`config.mk`:
```
export PLATFORM = sky130hd
export DESIGN_NAME = imm_gen_pipe
export DESIGN_NICKNAME = d
export VERILOG_FILES = /design/src/rtl/imm_gen_pkg.sv /design/src/rtl/imm_decode.sv /design/src/rtl/imm_gen_pipe.sv
export SDC_FILE = /design/constraint.sdc
export NUM_CORES = 1
export LEC_CHECK = 0
export CELL_PAD_IN_SITES_DETAIL_PLACEMENT = 1
export CELL_PAD_IN_SITES_GLOBAL_PLACEMENT = 1
export CORE_MARGIN = 2
export CORE_UTILIZATION = 43
export CTS_BUF_LIST = sky130_fd_sc_hd__clkbuf_16
export CTS_CLUSTER_SIZE = 16
export DETAILED_ROUTE_END_ITERATION = 16
export PLACE_DENSITY = 0.82
export SYNTH_ARGS = -nofsm -noshare
export SYNTH_HDL_FRONTEND = slang
export SYNTH_SLANG_ARGS = --single-unit
```
`constraint.sdc`:
```
create_clock -name clk -period 4.7 [get_ports clk]
set_input_delay 1.41 -clock clk [delete_from_list [all_inputs] [get_ports clk]]
set_output_delay 1.41 -clock clk [all_outputs]
set_load 0.005 [all_outputs]
```
`src/rtl/imm_gen_pkg.sv`:
```
// Shared opcode and mode encodings for the registered immediate generator.
package imm_gen_pkg;

  localparam logic [2:0] OP_ADDI = 3'b011;
  localparam logic [2:0] OP_ORI  = 3'b100;
  localparam logic [2:0] OP_LUI  = 3'b101;

  typedef enum logic [1:0] {
    MODE_SIGN  = 2'd0,
    MODE_ZERO  = 2'd1,
    MODE_UPPER = 2'd2,
    MODE_DFLT  = 2'd3
  } imm_mode_e;

endpackage

```
`src/rtl/imm_decode.sv`:
```
// Combinational opcode decode and immediate extension.
// Unsupported opcodes fall back to sign extension and raise err_o.
module imm_decode #(
  parameter int DATA_W = 32,
  parameter int IMM_W  = 16,
  parameter int OP_W   = 3,
  parameter logic [OP_W-1:0] OP_ADDI = OP_W'(imm_gen_pkg::OP_ADDI),
  parameter logic [OP_W-1:0] OP_ORI  = OP_W'(imm_gen_pkg::OP_ORI),
  parameter logic [OP_W-1:0] OP_LUI  = OP_W'(imm_gen_pkg::OP_LUI)
) (
  input  logic [OP_W-1:0]        opcode_i,
  input  logic [IMM_W-1:0]       imm_i,
  output logic [DATA_W-1:0]      imm_o,
  output imm_gen_pkg::imm_mode_e mode_o,
  output logic                   err_o
);
  import imm_gen_pkg::*;

  logic [DATA_W-1:0] sext;
  logic [DATA_W-1:0] zext;
  logic [DATA_W-1:0] upper;

  assign sext  = DATA_W'($signed(imm_i));
  assign zext  = DATA_W'(imm_i);
  // Shift form also covers DATA_W == IMM_W.
  assign upper = zext << (DATA_W - IMM_W);

  always_comb begin
    imm_o  = sext;
    mode_o = MODE_DFLT;
    err_o  = 1'b1;
    unique case (1'b1)
      (opcode_i == OP_ADDI): begin
        imm_o  = sext;
        mode_o = MODE_SIGN;
        err_o  = 1'b0;
      end
      (opcode_i == OP_ORI): begin
        imm_o  = zext;
        mode_o = MODE_ZERO;
        err_o  = 1'b0;
      end
      (opcode_i == OP_LUI): begin
        imm_o  = upper;
        mode_o = MODE_UPPER;
        err_o  = 1'b0;
      end
      default: ;
    endcase
  end

endmodule

```
`src/rtl/imm_gen_pipe.sv`:
```
// Registered immediate generator: decode at push into a 2-entry
// valid/ready FIFO, with a saturating unsupported-opcode counter.
module imm_gen_pipe #(
  parameter int DATA_W = 32,
  parameter int IMM_W  = 16,
  parameter int OP_W   = 3,
  parameter logic [OP_W-1:0] OP_ADDI = OP_W'(imm_gen_pkg::OP_ADDI),
  parameter logic [OP_W-1:0] OP_ORI  = OP_W'(imm_gen_pkg::OP_ORI),
  parameter logic [OP_W-1:0] OP_LUI  = OP_W'(imm_gen_pkg::OP_LUI),
  parameter int ERR_W  = 8
) (
  input  logic              clk,
  input  logic              rst_n,
  input  logic              in_valid,
  output logic              in_ready,
  input  logic [OP_W-1:0]   in_opcode,
  input  logic [IMM_W-1:0]  in_imm,
  output logic              out_valid,
  input  logic              out_ready,
  output logic [DATA_W-1:0] out_imm,
  output logic [1:0]        out_mode,
  output logic [ERR_W-1:0]  err_cnt,
  output logic              err_flag,
  input  logic              clr_err
);
  import imm_gen_pkg::*;

  localparam logic [ERR_W-1:0] ERR_MAX = '1;

  logic [DATA_W-1:0] dec_imm;
  imm_mode_e         dec_mode;
  logic              dec_err;

  imm_decode #(
    .DATA_W  (DATA_W),
    .IMM_W   (IMM_W),
    .OP_W    (OP_W),
    .OP_ADDI (OP_ADDI),
    .OP_ORI  (OP_ORI),
    .OP_LUI  (OP_LUI)
  ) u_dec (
    .opcode_i (in_opcode),
    .imm_i    (in_imm),
    .imm_o    (dec_imm),
    .mode_o   (dec_mode),
    .err_o    (dec_err)
  );

  logic [1:0]        cnt_q, cnt_d;
  logic              head_q, head_d;
  logic [DATA_W-1:0] imm_q [2];
  logic [DATA_W-1:0] imm_d [2];
  imm_mode_e         mode_q [2];
  imm_mode_e         mode_d [2];
  logic [ERR_W-1:0]  err_cnt_q, err_cnt_d;
  logic              err_flag_q, err_flag_d;

  logic push;
  logic pop;
  logic tail;
  logic err_ev;

  assign in_ready  = (cnt_q != 2'd2);
  assign out_valid = (cnt_q != 2'd0);
  assign push      = in_valid & in_ready;
  assign pop       = out_valid & out_ready;
  assign tail      = head_q ^ cnt_q[0];
  assign err_ev    = push & dec_err;

  // Head slot is never the write target while occupied.
  always_comb begin
    imm_d  = imm_q;
    mode_d = mode_q;
    head_d = head_q;
    cnt_d  = cnt_q + 2'(push) - 2'(pop);
    if (push) begin
      imm_d[tail]  = dec_imm;
      mode_d[tail] = dec_mode;
    end
    if (pop) begin
      head_d = ~head_q;
    end
  end

  always_comb begin
    err_cnt_d  = err_cnt_q;
    err_flag_d = err_flag_q;
    if (clr_err) begin
      err_cnt_d  = '0;
      err_flag_d = 1'b0;
    end else if (err_ev) begin
      err_flag_d = 1'b1;
      if (err_cnt_q != ERR_MAX) begin
        err_cnt_d = err_cnt_q + 1'b1;
      end
    end
  end

  always_ff @(posedge clk) begin
    if (!rst_n) begin
      cnt_q      <= 2'd0;
      head_q     <= 1'b0;
      imm_q[0]   <= '0;
      imm_q[1]   <= '0;
      mode_q[0]  <= MODE_SIGN;
      mode_q[1]  <= MODE_SIGN;
      err_cnt_q  <= '0;
      err_flag_q <= 1'b0;
    end else begin
      cnt_q      <= cnt_d;
      head_q     <= head_d;
      imm_q      <= imm_d;
      mode_q     <= mode_d;
      err_cnt_q  <= err_cnt_d;
      err_flag_q <= err_flag_d;
    end
  end

  assign out_imm  = imm_q[head_q];
  assign out_mode = mode_q[head_q];
  assign err_cnt  = err_cnt_q;
  assign err_flag = err_flag_q;

endmodule

```
==> results.json, run 1 <==
{
  "tightest_slew_ns": 0.644,
  "path_max_fanout": 39,
  "die_y_um": 97.7,
  "slew_headroom_pct": 56.9,
  "ys_top_cells_by_area": "dfxtp_1 (42%), mux2_2 (10%), mux2i_1 (9.6%)",
  "syn_area_um2": 3770,
  "synth.top_cell.area_share_pct": 42.5,
  "p_leak_nw": 1.73,
  "fin_area_um2": 4820,
  "wl_per_cell_um": 17.1,
  "arrival_ns": 1.98,
  "place_hpwl_um": 6300,
  "htreeDepth": 3,
  "synth-seq-cells": 80,
  "fin_util_pct": 56.0,
  "synth_cell_types": 41,
  "fillers": 968,
  "start_util_pct": 43.9,
  "clock_sinks": 80,
  "cp-end-kind": "primary output",
  "coreArea_um2": 8590,
  "worstPathRequired_ns": 3.29,
  "slew_violations": 0,
  "dr.pass1.iters": 4,
  "syn_inst": 383,
  "insertion_delay_ns": 0.33,
  "fmax_ghz": 0.295,
  "drtIter0Drc": 90,
  "grt_setup_unrepaired": "no",
  "fin_hold_ws_ns": 0.494,
  "io_buffers": 68,
  "die_area_um2": 9540,
  "synth.yosys.seq_area_share_pct": 42.5,
  "grt_pass1_vias": 3091,
  "cts_setup_buffers": 0,
  "fp.dieW_um": 97.7,
  "num_rows": 34,
  "layout_commonest_cell": "dfxtp_1",
  "synth_nets": 410,
  "crit_type": "flip-flop to primary output",
  "diodes": 0,
  "hold_class": "flip-flop to flip-flop",
  "status": "finished clean",
  "ys_warn_count": 0,
  "cts-root-buf": "clkbuf_16",
  "place.gp.congestion": 0.790,
  "ctsResizeCount": 0,
  "syn2layout_area_growth_pct": 27.7,
  "cts.reportedPaths.clkPinSlew_ns": 0.06,
  "finalHoldViolCount": 0,
  "drc": 0,
  "final_cell_mix": "dfxtp_1 (80), nor2_1 (75), clkdlybuf4s50_1 (68)",
  "hold_buffers": 0,
  "dp_slack_ns": 1.11,
  "clk_path_buf_depth": 2,
  "p_per_area_nw_per_um2": 546,
  "drt_wl_total_um": 9420,
  "skew_ns": 0.00522,
  "fin_nets": 466,
  "tns_ns": 0,
  "cts_tree": "done",
  "grt_max_degree": 51,
  "numCtsBuffers": 9,
  "grt_pass1_wl_um": 15800,
  "via_per_inst": 5.44,
  "finalCriticalPeriod_ns": 3.39,
  "antenna_found_initial": 0,
  "setup_ws_ns": 1.31,
  "io_pins": 69,
  "cp-start-kind": "flip-flop",
  "maxCapViolCount": 0,
  "yosysTopAreaCell": "dfxtp_1",
  "drive_above_1_share_pct": 17.6,
  "dpl-instance-area_um2": 4510,
  "antenna_left": 0,
  "grtUsageTotal_pct": 20.5,
  "syn_area_per_cell_um2": 9.85,
  "fin_crit_sh_pct": 72.2,
  "vias": 2995,
  "grt_overflow_total": 0,
  "setup_violations": 0,
  "peakVddDrop_mv": 0.256
}
[registers in the layout (all words and copies together) (netlist names)]
register  flops
cnt_q         2
head_q        1
err_flag      1
imm_q        64
mode_q        4
err_cnt       8
[through the flow]
stage / std cells / power [W]
5_1_grt: 551 / 0.00279
3_5_place_dp: 536 / 0.00191
4_1_cts: 551 / 0.00266
6_report: 551 / 0.00263
3_3_place_gp: 536 / 0.00187
2_1_floorplan: 383 / 0.00156
[per-layer routing]
| metal | share of wire [%] | vias up | track usage [%] |
|---|---|---|---|
| li1 | - | 1469 | - |
| met1 | 46 | 1463 | 26.4 |
| met2 | 50 | 53 | 35.0 |
| met3 | 2.5 | 10 | 2.66 |
| met4 | 1.6 | 0 | 7.91 |
| met5 | 0 | - | 0 |
[critical path: stages (launching register included)]
cell	delay, ns
dfxtp_1	0.30
buf_4	0.46
mux2_2	0.43
clkdlybuf4s50_1	0.46
[synthesized netlist by cell type]
| library cell | number |
|---|---|
| a211oi_1 | 15 |
| a211oi_2 | 15 |
| a21oi_1 | 7 |
| a21oi_2 | 1 |
| a21oi_4 | 1 |
| a22oi_1 | 15 |
| a311oi_2 | 2 |
| and2_1 | 18 |
| and3_1 | 1 |
| and4_1 | 1 |
| buf_1 | 2 |
| buf_2 | 10 |
| buf_4 | 4 |
| buf_6 | 3 |
| clkbuf_1 | 10 |
| dfxtp_1 | 80 |
| ha_1 | 3 |
| inv_1 | 5 |
| inv_2 | 1 |
| mux2_2 | 34 |
| mux2i_1 | 36 |
| nand2_1 | 2 |
| nand2b_1 | 4 |
| nand3_1 | 5 |
| nand3b_1 | 2 |
| nand4_1 | 4 |
| nand4b_1 | 2 |
| nor2_1 | 75 |
| nor2_4 | 1 |
| nor3_1 | 1 |
| nor4_1 | 1 |
| o21a_1 | 3 |
| o21ai_0 | 4 |
| o31ai_1 | 2 |
| o41ai_1 | 2 |
| or2_2 | 2 |
| or3_1 | 3 |
| or3b_1 | 1 |
| or4_1 | 1 |
| xnor2_1 | 2 |
| xor2_1 | 2 |
[worst paths after layout]
| kind | start | end | slack, ns | cells after the start |
|---|---|---|---|---|
| max reg2reg | head_q | imm_q[58] | 2.50 | 6 |
| min reg2reg | imm_q[38] | imm_q[38] | 0.49 | 2 |
| max | head_q | out_imm[31] | 1.31 | 3 |
| min | imm_q[38] | imm_q[38] | 0.49 | 2 |
[layout make-up]
type                       count  area, um2  area share, %
tap                          108        135           2.81
inverter                       6       22.5          0.468
clock inverter                 6       85.1           1.77
clock buffer                   9        225           4.68
multi-input combinational    268       2000           41.4
timing repair buffer          74        751           15.6
sequential                    80       1600           33.3
[logic make-up after synthesis]
| logic type | count (synthesis) | synth area share (%) |
|---|---|---|
| buffers and inverters | 35 | 4.81 |
| adders and majority gates | 3 | 0.995 |
| DFF | 80 | 42.5 |
| AOI/OAI and AO/OA | 67 | 15.3 |
| xor gates and xnor gates | 4 | 0.929 |
| muxes | 70 | 19.7 |
| and+or+nand+nor | 124 | 15.8 |
[where the power goes]
group / internal (W) / switching [W]
Combinational: 0.000519 / 0.000473
Clock: 0.000460 / 0.000272
Sequential: 0.000829 / 0.0000788
Total: 0.00181 / 0.000823
Note: power is estimated with default switching activity, not from simulation.
==> run 2: changes to the inputs <==
--- a/config.mk
+++ b/config.mk
@@ -8,11 +8,11 @@
 export CELL_PAD_IN_SITES_DETAIL_PLACEMENT = 1
 export CELL_PAD_IN_SITES_GLOBAL_PLACEMENT = 1
 export CORE_MARGIN = 2
-export CORE_UTILIZATION = 43
+export CORE_UTILIZATION = 36
 export CTS_BUF_LIST = sky130_fd_sc_hd__clkbuf_16
 export CTS_CLUSTER_SIZE = 16
 export DETAILED_ROUTE_END_ITERATION = 16
-export PLACE_DENSITY = 0.82
+export PLACE_DENSITY = 0.73
 export SYNTH_ARGS = -nofsm -noshare
 export SYNTH_HDL_FRONTEND = slang
 export SYNTH_SLANG_ARGS = --single-unit
==> constraint.sdc (replaced) <==
create_clock -name clk -period 3 [get_ports clk]
set_input_delay 0.9 -clock clk [delete_from_list [all_inputs] [get_ports clk]]
set_output_delay 0.9 -clock clk [all_outputs]
set_load 0.005 [all_outputs]
==> results.json, run 2 (synthesized netlist as in run 1, its figures left out) <==
{
  "cts_tree": "done",
  "clk_path_buf_depth": 2,
  "syn2layout_area_growth_pct": 29.4,
  "pwr-share-comb_pct": 39.2,
  "grt_overflow_total": 0,
  "skew_ns": 0.00442,
  "cts-root-buf": "clkbuf_16",
  "wl_per_cell_um": 16.7,
  "critPathBufInv": 2,
  "place.gp.congestion": 0.767,
  "largest_reg_flops": 64,
  "die_area_um2": 11300,
  "crit_path_cell_trace": "buf_12 -> mux2_2 -> clkdlybuf4s50_1",
  "crit_type": "flip-flop to primary output",
  "hold_class": "flip-flop to flip-flop",
  "grt_pass1_vias": 3156,
  "grtUsageTotal_pct": 18.1,
  "worstPathRequired_ns": 2.10,
  "fin_nets": 468,
  "drive_above_1_share_pct": 18.2,
  "crit_path_top_delay_cell": "clkdlybuf4s50_1",
  "io_pins": 69,
  "tns_ns": 0,
  "cts_setup_buffers": 0,
  "slew_violations": 0,
  "grt_setup_unrepaired": "no",
  "start_util_pct": 36.9,
  "via_per_inst": 5.15,
  "numCtsBuffers": 9,
  "switchingPower_w": 0.00134,
  "r2r-start": "head_q",
  "coreArea_um2": 10200,
  "insertion_delay_ns": 0.33,
  "drt_wl_total_um": 9730,
  "place_hpwl_um": 6740,
  "clkPwrFrac_pct": 25.8,
  "path_max_fanout": 29,
  "antenna_left": 0,
  "placed_cells": 566,
  "peakVddDrop_mv": 0.264,
  "antenna_found_initial": 0,
  "diodes": 0,
  "fp.dieW_um": 106,
  "fin_crit_sh_pct": 89.9,
  "crit_family": "buffers and inverters",
  "hold_buffers": 0,
  "arrival_ns": 1.80,
  "num_rows": 37,
  "slew_headroom_pct": 60.4,
  "die_y_um": 106,
  "dr.pass1.iters": 4,
  "drc": 0,
  "p_leak_nw": 1.74,
  "maxCapViolCount": 0,
  "max_stage_delay_ns": 0.45,
  "intPower_w": 0.00272,
  "grt_max_degree": 51,
  "p_sw_share_pct": 33.0,
  "cp-end-kind": "primary output",
  "cp-start-kind": "flip-flop",
  "grt_pass1_wl_um": 16200,
  "drtIter0Drc": 83,
  "critPathLaunch": "head_q",
  "ctsResizeCount": 0,
  "tightest_slew_ns": 0.592,
  "clock_sinks": 80,
  "status": "finished clean",
  "htreeDepth": 3,
  "p_per_area_nw_per_um2": 833,
  "setup_violations": 0,
  "final_cell_mix": "dfxtp_1 (80), nor2_1 (75), clkdlybuf4s50_1 (68)",
  "finalCriticalPeriod_ns": 2.70,
  "fin_area_um2": 4880,
  "fin_cells": 582,
  "io_buffers": 68,
  "worst_hold_startpoint": "mode_q[1]",
  "p_seq_share_pct": 35.0,
  "finalHoldViolCount": 0,
  "dpl-instance-area_um2": 4590,
  "cts.reportedPaths.clkPinSlew_ns": 0.06,
  "vias": 3000,
  "top_register": "imm_q",
  "layout_commonest_cell": "dfxtp_1",
  "fmax_ghz": 0.371
}
==> run 2: worst paths after layout <==
| kind | endpoint | slack (ns) | cells after the start |
|---|---|---|---|
| worst min-delay path | mode_q[1] | 0.49 | 2 |
| worst min register to register | mode_q[1] | 0.49 | 2 |
| worst max-delay path | out_imm[19] | 0.30 | 3 |
| worst max register to register | imm_q[15] | 0.95 | 6 |
==> run 2: through the flow <==
step                hold WS [ns]  power (W)  utilization (%)  setup WS (ns)
floorplan                  0.454    0.00245                -          0.890
global placement           0.467    0.00299             44.9          0.205
detailed placement         0.482    0.00304             44.9          0.150
CTS                        0.496    0.00412             47.7          0.278
global route               0.522    0.00432             47.7          0.242
finish                     0.493    0.00406             47.7          0.303
==> run 2: area by class of cell <==
type / instances / area [um2]
clock buffer: 9 / 225
clock inverter: 7 / 60.1
fill: 1149 / 5350
inverter: 6 / 22.5
multi-input combinational: 268 / 2000
sequential: 80 / 1600
tap: 136 / 170
timing repair buffer: 76 / 803
==> run 2: tightest hold or removal path, cell delays in order (launching register included) <==
cell and delay, ns:
dfxtp_1 0.32, mux2i_1 0.06, nor2_1 0.07
==> run 2: power by group through the flow <==
stage               Sequential (W)  Clock [W]  Combinational, W
global route               0.00146    0.00112           0.00174
global placement           0.00143          0           0.00156
finish                     0.00142    0.00105           0.00159
detailed placement         0.00144          0           0.00160
floorplan                  0.00140          0           0.00105
CTS                        0.00143    0.00107           0.00162
==> run 2: metal layers <==
metal	GRT usage [%]	up-vias	wire (um)
li1	-	1484	-
met1	23.9	1458	4540
met2	29.7	45	4760
met3	3.86	13	301
met4	5.45	0	135
met5	0	-	0
